### src/rtl/sseg_pkg.sv
// Shared types and constants for the 7-segment digit-code bus and display blocks.
package sseg_pkg;

    localparam int unsigned NDIG       = 8;
    localparam int unsigned CODE_W     = 7;
    localparam int unsigned SEG_W      = 7;
    localparam int unsigned VAL_W      = 4;

    localparam int unsigned CODE_VAL_LSB   = 0;
    localparam int unsigned CODE_RSVD_BIT  = 4;
    localparam int unsigned CODE_DP_BIT    = 5;
    localparam int unsigned CODE_BLANK_BIT = 6;

    typedef struct packed {
        logic             blank;
        logic             dp;
        logic             rsvd;
        logic [VAL_W-1:0] value;
    } digit_code_t;

    localparam digit_code_t CODE_BLANK = digit_code_t'(7'h40);

    // Active-high {g,f,e,d,c,b,a}; entries 10..15 render A,P,C,d,E,F.
    localparam logic [0:15][SEG_W-1:0] GLYPH = {
        7'h3F, 7'h06, 7'h5B, 7'h4F, 7'h66, 7'h6D, 7'h7D, 7'h07,
        7'h7F, 7'h6F, 7'h77, 7'h73, 7'h39, 7'h5E, 7'h79, 7'h71
    };

endpackage

### src/rtl/sseg_glyph.sv
// Combinational 4-bit value to active-high 7-segment glyph lookup.
module sseg_glyph
    import sseg_pkg::*;
(
    input  logic [VAL_W-1:0] value_i,
    output logic [SEG_W-1:0] segs_c_o
);

    always_comb begin
        segs_c_o = GLYPH[value_i];
    end

endmodule

### src/rtl/sseg_scan_driver.sv
// Frame-snapshotting 8-digit common-anode 7-segment scan driver with per-slot blanking.
// Optional SSEG_LAMP_TEST_EN adds a lamp_test input that lights every segment and dp.
module sseg_scan_driver
    import sseg_pkg::*;
#(
    parameter int unsigned DIVIDE    = 100_000,
    parameter int unsigned BLANK_CYC = 16
) (
    input  logic              clk,
    input  logic              rst,
`ifdef SSEG_LAMP_TEST_EN
    input  logic              lamp_test,
`endif
    input  logic [CODE_W-1:0] d0,
    input  logic [CODE_W-1:0] d1,
    input  logic [CODE_W-1:0] d2,
    input  logic [CODE_W-1:0] d3,
    input  logic [CODE_W-1:0] d4,
    input  logic [CODE_W-1:0] d5,
    input  logic [CODE_W-1:0] d6,
    input  logic [CODE_W-1:0] d7,
    output logic [NDIG-1:0]   an_n,
    output logic [SEG_W-1:0]  segs_n,
    output logic              dp_n,
    output logic              frame_start
);

    localparam int unsigned CNT_W = (DIVIDE > 1) ? $clog2(DIVIDE) : 1;
    localparam int unsigned IDX_W = $clog2(NDIG);

    logic [CNT_W-1:0] cnt_q, cnt_d;
    logic [IDX_W-1:0] idx_q, idx_d;
    digit_code_t      snap_q [NDIG];
    digit_code_t      snap_d [NDIG];
    digit_code_t      din    [NDIG];
    logic [NDIG-1:0]  an_q, an_d;
    logic [SEG_W-1:0] segs_q, segs_d;
    logic             dp_q, dp_d;
    logic             fs_q, fs_d;

    logic             slot_end;
    logic             frame_head;
    logic             in_blank;
    logic             lamp;
    digit_code_t      code;
    logic [SEG_W-1:0] glyph;
    logic             unused_rsvd;

    always_comb begin
        din[0] = digit_code_t'(d0);
        din[1] = digit_code_t'(d1);
        din[2] = digit_code_t'(d2);
        din[3] = digit_code_t'(d3);
        din[4] = digit_code_t'(d4);
        din[5] = digit_code_t'(d5);
        din[6] = digit_code_t'(d6);
        din[7] = digit_code_t'(d7);
    end

`ifdef SSEG_LAMP_TEST_EN
    assign lamp = lamp_test;
`else
    assign lamp = 1'b0;
`endif

    assign slot_end   = (cnt_q == CNT_W'(DIVIDE - 1));
    assign frame_head = (cnt_q == '0) && (idx_q == '0);
    assign in_blank   = (cnt_q < CNT_W'(BLANK_CYC));
    assign code       = snap_q[idx_q];

    sseg_glyph u_glyph (
        .value_i  (code.value),
        .segs_c_o (glyph)
    );

    // The reserved field rides along in the snapshot but never reaches a pin.
    always_comb begin
        unused_rsvd = 1'b0;
        for (int k = 0; k < NDIG; k++) begin
            unused_rsvd = unused_rsvd ^ snap_q[k].rsvd;
        end
    end

    always_comb begin
        cnt_d  = slot_end ? '0 : cnt_q + CNT_W'(1);
        idx_d  = slot_end ? idx_q + IDX_W'(1) : idx_q;
        snap_d = snap_q;
        an_d   = '1;
        segs_d = '1;
        dp_d   = 1'b1;
        fs_d   = frame_head;

        if (frame_head) begin
            for (int k = 0; k < NDIG; k++) begin
                snap_d[k] = din[k];
            end
        end

        // Lamp test overrides the blank bit but still honours the blanking interval.
        if (!in_blank) begin
            if (lamp) begin
                an_d   = ~(NDIG'(1) << idx_q);
                segs_d = '0;
                dp_d   = 1'b0;
            end else if (!code.blank) begin
                an_d   = ~(NDIG'(1) << idx_q);
                segs_d = ~glyph;
                dp_d   = ~code.dp;
            end
        end
    end

    always_ff @(posedge clk) begin
        if (!rst) begin
            cnt_q  <= '0;
            idx_q  <= '0;
            an_q   <= '1;
            segs_q <= '1;
            dp_q   <= 1'b1;
            fs_q   <= 1'b0;
            for (int k = 0; k < NDIG; k++) begin
                snap_q[k] <= CODE_BLANK;
            end
        end else begin
            cnt_q  <= cnt_d;
            idx_q  <= idx_d;
            an_q   <= an_d;
            segs_q <= segs_d;
            dp_q   <= dp_d;
            fs_q   <= fs_d;
            for (int k = 0; k < NDIG; k++) begin
                snap_q[k] <= snap_d[k];
            end
        end
    end

    assign an_n        = an_q;
    assign segs_n      = segs_q;
    assign dp_n        = dp_q;
    assign frame_start = fs_q;

endmodule

### config.mk
export PLATFORM = sky130hd
export DESIGN_NAME = sseg_scan_driver
export DESIGN_NICKNAME = d
export VERILOG_FILES = /design/src/rtl/sseg_pkg.sv /design/src/rtl/sseg_glyph.sv /design/src/rtl/sseg_scan_driver.sv
export SDC_FILE = /design/constraint.sdc
export NUM_CORES = 1
export LEC_CHECK = 0
export ABC_AREA = 0
export BUFFER_PORTS_ARGS = -buffer_cell sky130_fd_sc_hd__clkbuf_2
export CAP_MARGIN = 40
export CORE_UTILIZATION = 45
export DETAILED_ROUTE_END_ITERATION = 8
export PLACE_DENSITY = 0.78
export RECOVER_POWER = 25
export SYNTH_ARGS = -nofsm -noshare
export SYNTH_HDL_FRONTEND = slang
export SYNTH_SLANG_ARGS = --single-unit
export TNS_END_PERCENT = 100
### constraint.sdc
create_clock -name clk -period 2.45 [get_ports clk]
set_input_delay 0.735 -clock clk [delete_from_list [all_inputs] [get_ports clk]]
set_output_delay 0.735 -clock clk [all_outputs]
set_load 0.02 [all_outputs]
Yosys cells after proc, flatten, opt, wreduce, memory -nomap -nowiden
Memories as Yosys holds them, arrays and structs flattened. Index checks and enable logic that the tools add are counted.

Flip-flop bits (word level): 93. Input port bits: 58. Logic and storage cells: 62. Memories: 1. Bits in read-only memories: 112. Output and inout bits: 17.

Equal/unequal tests: 1. $add $sub $neg: 2. Reductions and logical operators: 5. Bitwise gates (word level): 6. Multiplexer cells: 5. Shift operators: 1. $lt $le $gt $ge: 3.

Memory list: (no name shown) (words 16, bits a word 7, read ports 1, clocked after Yosys merged registers in 0, write ports 0, RTL line sseg_glyph.sv:10) `segs_c_o = GLYPH[value_i];`.

Operators by type and width (number): 2-to-1 mux 7 bit (4); binary-select mux 7 bit (select 3 bit) (1); adder 17 x 1 -> 17 bit (second input constant) (1); == test 17 bit (second input constant) (1); zero test 17 bit (1); < comparator 17 x 5 -> 1 bit (second input constant) (1); inverter 8 bit (1); << shifter 1 x 3 -> 8 bit (first input constant) (1); inverter 7 bit (1); greater-or-equal comparator 5 bit (second input constant) (1); inverter 4 -> 5 bit (1); greater-or-equal comparator 4 bit (second input constant) (1); inverter 3 -> 4 bit (1); adder 3 x 1 -> 3 bit (second input constant) (1); zero test 3 bit (1); OR reduction 3 bit (1); inverter 1 bit (2); OR reduction 2 bit (1); logical AND 1 bit (1).

Logic depth before layout (Yosys ltp)
Gate-level depths: netlist of run 1.

Depth in word-level cells: 9. Mapped depth: 9. Gate-level depth less buffers: 7.

Modules after synthesis
Synthesis of run 1 repeated with hierarchy kept, for this count alone.

Cell total of the unflattened synthesis: 429. Area total of the unflattened synthesis: 4070.2 µm².

By module, submodules not included: sseg_scan_driver (seq. area each 1701.6 µm², area an instance 3791.1 µm², times used 1, cells each 399); sseg_glyph (seq. area each 0.0 µm², area an instance 279.0 µm², times used 1, cells each 30).

Worst setup path before layout of run 1
Ideal clock, no wire load.

Kind: register to register. From: register idx_q[0]. To: register segs_q[4], in the netlist segs_n[4]. Cell stages (with the launch flop): 9. Setup time: 79 ps. Path buffers: 2. Arrival: 2171 ps. Clock period less this slack: 2250 ps. Data required time: 2371 ps. Slack: 200 ps. Path through: dfxtp_1 -> buf_6 -> buf_6 -> mux4_2 -> mux2i_1 -> inv_1 -> ha_1 -> mux2_1 -> o211ai_1.

Cells in the longest elaborated chain, start to end: 9. Elaborated cells between the ends (all ways): 10. Classes of those cells: mux (5); bitwise (3); reduce/logical (1); memory (1).

Ends and longest elaborated chain: from (decl) (RTL line sseg_scan_driver.sv:32) `logic [IDX_W-1:0] idx_q, idx_d;`; from (signal assigned) (RTL line sseg_scan_driver.sv:126) `idx_q <= idx_d;`; inverter 3 -> 4 bit (not written as such) * (RTL line sseg_scan_driver.sv:69) `assign code = snap_q[idx_q];`; binary-select mux 7 bit (select 3 bit) * (RTL line sseg_scan_driver.sv:69); 2-to-1 mux 7 bit (not written as such) * (2 in series) (RTL line sseg_scan_driver.sv:69); inverter 4 -> 5 bit (not written as such) (RTL line sseg_glyph.sv:10); memory (16 x 7 bit); 2-to-1 mux 7 bit (not written as such) (2 in series) (RTL line sseg_glyph.sv:10); inverter 7 bit (RTL line sseg_scan_driver.sv:107) `segs_d = ~glyph;`; to (signal assigned) (RTL line sseg_scan_driver.sv:128) `segs_q <= segs_d;`; to (decl) (RTL line sseg_scan_driver.sv:37) `logic [SEG_W-1:0] segs_q, segs_d;`.

Mark *: on every way between the ends. The rest lies on a longest branch, timed or not. The select of a mux whose other input is x is not followed. A chain may end at the register's enable or synchronous reset.

Final worst setup path of run 1
From: register cnt_q[12]. To: register cnt_q[10].

Cells in the longest elaborated chain, start to end: 2.

Ends and longest elaborated chain: from (decl) (RTL line sseg_scan_driver.sv:31) `logic [CNT_W-1:0] cnt_q, cnt_d;`; from (signal assigned) (RTL line sseg_scan_driver.sv:125) `cnt_q <= cnt_d;`; == test 17 bit (RTL line sseg_scan_driver.sv:66) `assign slot_end = (cnt_q == CNT_W'(DIVIDE - 1));`; OR reduction 2 bit (no source line).

Every way passes these cells.

==> impl_results.md, run 1 <==
* Largest cells by area after synthesis: dfxtp_1, nand3_1, o21ai_0
* Sequential cell area at 1700 sq um
* Max Cap Viol at 0
* Vias in the first global route at 3156
* Pwr Density at 643 nW/um^2
* Cts hold-fix bufs at 0
* Slew @ Worst Pin at 0.714 ns
* Via count at 3426
* Port bufs at 66
* Final setup viols at 0
* CP endpoint kind: register
* CTS tree: yes
* # rows at 33
* Final Hold Vio Count at 0
* Multi-input gate area at 1970 sq um
* Mapped Area at 3930 sq um
* Cell taking the most area after synthesis: dfxtp_1
* Max Clock Freq at 450 MHz
* Post-synthesis sequential area ratio at 0.433
* Die ar. at 9110 sq um
* Final HPWL from detailed placement at 6340 um
* Core Region at 8340 sq um
* GRT Util Overall at 0.208
* Synth Area in XOR/XNOR at 0.0290
* Largest family of logic cells by synthesized area: simple AND/OR/NAND/NOR gates
* GRT Residual Overflow at 0
* Slew Viols, Final at 0
* Status: completed
* WL per Instance at 15.1 um
* Syn Inst Count at 431
* Antenna violations before repair at 0
* Die W at 95.5 um
* Syn nets at 502
* Antenna viol nets, final at 0
* Post_cts resized at 0
* Minimum clock period at 2.22 ns
* Post-synth cell types at 40
* Leakage at 1.72 nW
* Area added between synthesis and finish at 15.1%
* Seq cells post-synth at 85
* DRT Pass-1 Iters at 5
* Relative slew slack at 0.524
* DRT iter0 DRCs at 224
* Mux cell area share after synthesis at 0.100
* WP data arrival at 2.43 ns
* Synthesized area per cell at 9.12 sq um
* Final nets at 559
* GPL Wtd Cong at 0.816
* Antenna cell count at 0
* Number of CTS-inserted buffers at 9
* Worst setup SP type: register
* Starting density of the core at 0.471
* Unrepaired setup endpoints after global routing: no
* Ys Warns at 0
* Final Cycle Share at 0.907
* Setup TNS at 0 ns
* Total Power at 2.91 mW
* Clk Latency, worst-skew pair at 0.37 ns
* Clk slew on worst S/H paths at 0.08 ns
* Synth top area share at 0.433
* First-pass GRT wire length at 14500 um
* Clock Path Buffers at 2
* Post-CTS Setup Repair Bufs at 0
* WP data required at 2.66 ns
* Worst Skew at 0.0196 ns
* Post-Synth Simple-Gate Area at 0.182
* Vias per cell at 5.73
* Die Y at 95.5 um
* H-tree Lvls at 3
* Critical path type: reg2reg
* Layout fillers at 762
* Drt total wl at 9040 um
* Synth Area in Compound Gates at 0.152
* Max VDD drop at 0.000293 V
* Hold Crit Class: reg2reg
* Worst Path Max Fanout at 17
* Largest net degree at the start of global routing at 50
* Root Driver: clkbuf_8
* Sinks on Clock Net at 85
* Layout cells sized above 1 at 0.203
* Synth Area in Adders at 0.0414
* Drt drc at 0
* Io pins at 75
[final cells by class]
cell class	count	share of cell area
clock buffer	10	0.0304
clock inverter	6	0.0155
inverter	16	0.0133
multi-input combinational	293	0.437
sequential	85	0.377
tap	105	0.0291
timing repair buffer	83	0.0985
[synthesized netlist by cell type]
library cell,n
dfxtp_1,85
nand3_1,70
o21ai_0,53
a21oi_1,46
clkbuf_1,19
nor2_1,19
inv_1,15
buf_2,13
ha_1,13
mux2i_1,9
nand2_1,9
nand4_1,9
mux4_2,8
xnor2_1,8
and4_1,5
xor2_1,5
buf_6,4
nor4_1,4
o221ai_1,4
or3_1,4
and3_1,3
mux2_2,3
mux2_1,2
mux4_1,2
nand2b_1,2
nor3_1,2
o211ai_1,2
a22oi_2,1
a311oi_1,1
buf_4,1
clkinv_1,1
mux2i_2,1
nand2b_4,1
nor3_2,1
nor4_2,1
nor4b_4,1
o21ai_1,1
o31ai_1,1
o32ai_2,1
or4_1,1
[worst paths after layout]
path	from	endpoint	slack, ns	depth (start not counted)
setup / recovery	cnt_q[12]$_SDFF_PP0_	cnt_q[10]$_SDFF_PP0_	0.23	5
setup reg to reg	cnt_q[12]$_SDFF_PP0_	cnt_q[10]$_SDFF_PP0_	0.23	5
hold reg to reg	snap_q[50]$_SDFFE_PN0P_	snap_q[50]$_SDFFE_PN0P_	0.48	2
hold / removal	snap_q[50]$_SDFFE_PN0P_	snap_q[50]$_SDFFE_PN0P_	0.48	2
[sequential cells by signal, indices dropped and copies added (netlist names)]
register	flops
frame_start	1
an_n	8
snap_q	48
idx_q	3
cnt_q	17
segs_n	7
dp_n	1
[stage by stage]
stage | hold WS (ns) | cells | setup slack (ns) | instance area [sq um] | utilization
4_1_cts | 0.479 | 598 | 0.0956 | 4550 | 0.546
3_3_place_gp | 0.457 | 582 | 0.191 | 4340 | 0.521
6_report | 0.478 | 598 | 0.229 | 4520 | 0.542
5_1_grt | 0.501 | 598 | 0.0566 | 4520 | 0.542
3_5_place_dp | 0.466 | 582 | 0.128 | 4340 | 0.521
2_1_floorplan | 0.442 | 431 | 0.200 | 3930 | -
[critical path, cell delays in order, from the launching register on]
cell and delay, ns:
dfxtp_1 0.37, nor4_1 0.59, nand4_1 0.24, o21ai_0 0.19
clkbuf_1 0.57, nor2_1 0.12
[cells in the final DEF, fill, tap and decap left out, drive strengths merged, types with 2 or more instances in the layout]
master	count
nor4	5
mux4	10
nand3	70
clkinvlp	3
or3	4
buf	16
mux2i	10
and3	3
xor2	5
clkbuf	77
clkinv	2
nand2b	3
ha	13
xnor2	8
nor2	19
o221ai	4
o211ai	2
mux2	5
nor3	3
nand4	9
dfxtp	85
o21ai	54
and4	5
nand2	9
a21oi	46
inv	16
[metal layers]
metal / track usage / vias to the layer above / routed length, um
met5: 0 / - / 0
met4: 0.102 / 0 / 217
met3: 0.0335 / 24 / 479
met2: 0.338 / 111 / 4470
met1: 0.267 / 1620 / 3870
li1: - / 1671 / -
[report_power, final]
part	switching (mW)	total (mW)	internal [mW]
logic	0.214	0.379	0.165
registers	0.0398	1.50	1.46
clock network	0.522	1.03	0.504
total	0.776	2.91	2.13
[logic make-up after synthesis]
logic type | after synthesis
muxes | 25
buffers and inverters | 53
DFF | 85
xor gates and xnor gates | 13
AOI/OAI and AO/OA | 110
adders and majority gates | 13
and+or+nand+nor | 132
Power figures use the tool's default switching activity.
==> inputs of run 2 (changes only) <==
--- a/config.mk
+++ b/config.mk
@@ -12,6 +12,7 @@
 export DETAILED_ROUTE_END_ITERATION = 8
 export PLACE_DENSITY = 0.78
 export RECOVER_POWER = 25
+export SLEW_MARGIN = 20
 export SYNTH_ARGS = -nofsm -noshare
 export SYNTH_HDL_FRONTEND = slang
 export SYNTH_SLANG_ARGS = --single-unit
==> constraint.sdc (replaced) <==
create_clock -name clk -period 2.8 [get_ports clk]
set_input_delay 0.84 -clock clk [delete_from_list [all_inputs] [get_ports clk]]
set_output_delay 0.84 -clock clk [all_outputs]
set_load 0.02 [all_outputs]
==> run 2 against run 1 <==
Net effect: critical path depth grew 1; clock power is essentially flat; worst hold slack gained 0.0022 ns; die area is the same; global-route usage shrank 1.1 points; via count shrank 2.5%; sequential share of layout area is essentially flat; sequential power shrank 12%.
==> impl_results.md, run 2 (same netlist as run 1, synthesis figures left out) <==
* Cts hold-fix bufs at 0 (unchanged)
* Logic pwr share at 0.123 (was 0.130)
* Slowest CP cell: dfxtp_1 (was nor4_1)
* Slew Viols, Final at 0 (unchanged)
* Placed cells at 580 (was 582)
* Sw Share at 0.260 (was 0.267)
* Largest net degree at the start of global routing at 50 (unchanged)
* Sequential cell fraction of total power at 0.498 (was 0.517)
* Drt total wl at 8460 um (was 9040 um)
* Drt drc at 0 (unchanged)
* WP data arrival at 2.76 ns (was 2.43 ns)
* Worst setup SP type: register (unchanged)
* CP endpoint kind: register (unchanged)
* DRT Pass-1 Iters at 5 (unchanged)
* Antenna viol nets, final at 0 (unchanged)
* Unrepaired setup endpoints after global routing: no (unchanged)
* Slew @ Worst Pin at 1.00 ns (was 0.714 ns)
* Number of CTS-inserted buffers at 9 (unchanged)
* Critical path cell sequence: mux4_2 -> mux2i_1 -> ha_1 -> inv_1 -> mux2_1 -> a22oi_2 (was nor4_1 -> nand4_1 -> o21ai_0 -> clkbuf_1 -> nor2_1)
* CTS tree: yes (unchanged)
* Post-CTS Setup Repair Bufs at 0 (unchanged)
* DRT iter0 DRCs at 223 (was 224)
* Die ar. at 9110 sq um (unchanged)
* Via count at 3339 (was 3426)
* Pwr Density at 585 nW/um^2 (was 643 nW/um^2)
* Die Y at 95.5 um (unchanged)
* Port bufs at 66 (unchanged)
* Internal power at 1.96 mW (was 2.13 mW)
* Hold Crit Class: reg2reg (unchanged)
* Max VDD drop at 0.000289 V (was 0.000293 V)
* Clk network pwr share at 0.380 (was 0.353)
* GPL Wtd Cong at 0.876 (was 0.816)
* Post_cts resized at 0 (unchanged)
* Antenna cell count at 0 (unchanged)
* Fin worst setup slack at 0.327 ns (was 0.229 ns)
* Layout fillers at 778 (was 762)
* Core Region at 8340 sq um (unchanged)
* Final Hold Vio Count at 0 (unchanged)
* Worst Path Max Fanout at 7 (was 17)
* CP Buf/Inv Count at 1 (unchanged)
* Antenna violations before repair at 0 (unchanged)
* Die W at 95.5 um (unchanged)
* First-pass GRT wire length at 13800 um (was 14500 um)
* Io pins at 75 (unchanged)
* Area added between synthesis and finish at 15.0% (was 15.1%)
* H-tree Lvls at 3 (unchanged)
* Max Clock Freq at 404 MHz (was 450 MHz)
* Layout cells sized above 1 at 0.200 (was 0.203)
* Max reg flops at 48 (unchanged)
* Relative slew slack at 0.326 (was 0.524)
* DP Worst Slack at 0.311 ns (was 0.128 ns)
* Starting density of the core at 0.471 (unchanged)
* Final HPWL from detailed placement at 5860 um (was 6340 um)
* Clock Path Buffers at 2 (unchanged)
* Worst Skew at 0.0130 ns (was 0.0196 ns)
* Commonest non-fill, non-tap cell in the layout: dfxtp_1 (unchanged)
* Post-route insts no fill at 596 (was 598)
* Final setup viols at 0 (unchanged)
* Sinks on Clock Net at 85 (unchanged)
* Root Driver: clkbuf_8 (unchanged)
* Setup TNS at 0 ns (unchanged)
* Clk slew on worst S/H paths at 0.09 ns (was 0.08 ns)
* Minimum clock period at 2.47 ns (was 2.22 ns)
* GRT Util Overall at 0.196 (was 0.208)
* WL per Instance at 14.2 um (was 15.1 um)
* Vias per cell at 5.60 (was 5.73)
* Vias in the first global route at 2895 (was 3156)
* # rows at 33 (unchanged)
* CP top delay family: multiplexers (was simple AND/OR/NAND/NOR gates)
* Max Cap Viol at 0 (unchanged)
* Leakage at 1.73 nW (was 1.72 nW)
* WP data required at 3.09 ns (was 2.66 ns)
* Final Cycle Share at 0.883 (was 0.907)
* Total Power at 2.64 mW (was 2.91 mW)
* Most frequent cells in the layout: dfxtp_1, nand3_1, o21ai_0 (unchanged)
* Status: completed (unchanged)
* Clk Latency, worst-skew pair at 0.36 ns (was 0.37 ns)
* GRT Residual Overflow at 0 (unchanged)
* Psw at 687 uW (was 776 uW)
* Critical path type: reg2reg (unchanged)
* Reg with most FFs: snap_q (unchanged)
* Final Util at 0.542 (about the same)
* Final nets at 557 (was 559)
* Crit-path max cell delay at 0.56 ns (was 0.59 ns)
==> run 2: cell count changes in the layout (fill, tap and decap cells not counted), sizes merged <==
cell / delta
buf: -1
bufinv: +1
clkbuf: -1
clkinv: +1
clkinvlp: -3
inv: +1
==> run 2: worst paths after layout <==
check	start	endpoint	slack [ns]	cells past startpoint
max reg2reg	idx_q[0]$_SDFFE_PN0N_	segs_n[3]$_SDFF_PP1_	0.33	6
min reg2reg	snap_q[51]$_SDFFE_PN0P_	snap_q[51]$_SDFFE_PN0P_	0.48	2
max	idx_q[0]$_SDFFE_PN0N_	segs_n[3]$_SDFF_PP1_	0.33	6
min	snap_q[51]$_SDFFE_PN0P_	snap_q[51]$_SDFFE_PN0P_	0.48	2
==> run 2: through the flow <==
| step | hold slack (ns) | area (sq um) |
|---|---|---|
| after floorplan | 0.442 | 3930 |
| after global placement | 0.458 | 4320 |
| after detailed placement | 0.466 | 4320 |
| after CTS | 0.480 | 4550 |
| after global routing | 0.504 | 4520 |
| final | 0.480 | 4520 |
==> run 2: power by group through the flow <==
stage | combinational [mW] | clock [mW] | sequential [mW]
after global placement | 0.312 | 0 | 1.34
after detailed placement | 0.323 | 0 | 1.34
after global routing | 0.366 | 1.07 | 1.32
final | 0.324 | 1.00 | 1.32
after CTS | 0.326 | 1.02 | 1.32
after floorplan | 0.240 | 0 | 1.33
==> run 2: tightest hold or removal path: stages (launching register included) <==
cell and delay [ns]:
dfxtp_1 0.31, o21ai_0 0.06, a21oi_1 0.06
==> run 2: cell type report <==
class	instances	area [sq um]	area share
Clock inverter	6	93.8	0.0208
Sequential cell	85	1700	0.376
Multi-Input combinational cell	293	1970	0.437
Inverter	16	60.1	0.0133
Timing Repair Buffer	81	422	0.0933
Clock buffer	10	138	0.0304
Tap cell	105	131	0.0291
==> run 2: metal layers <==
layer  vias up  track usage  routed length, um
li1       1663            -                  -
met1      1550        0.268               3810
met2       111        0.296               3960
met3        15       0.0399                500
met4         0       0.0933                194
met5         -            0                  0
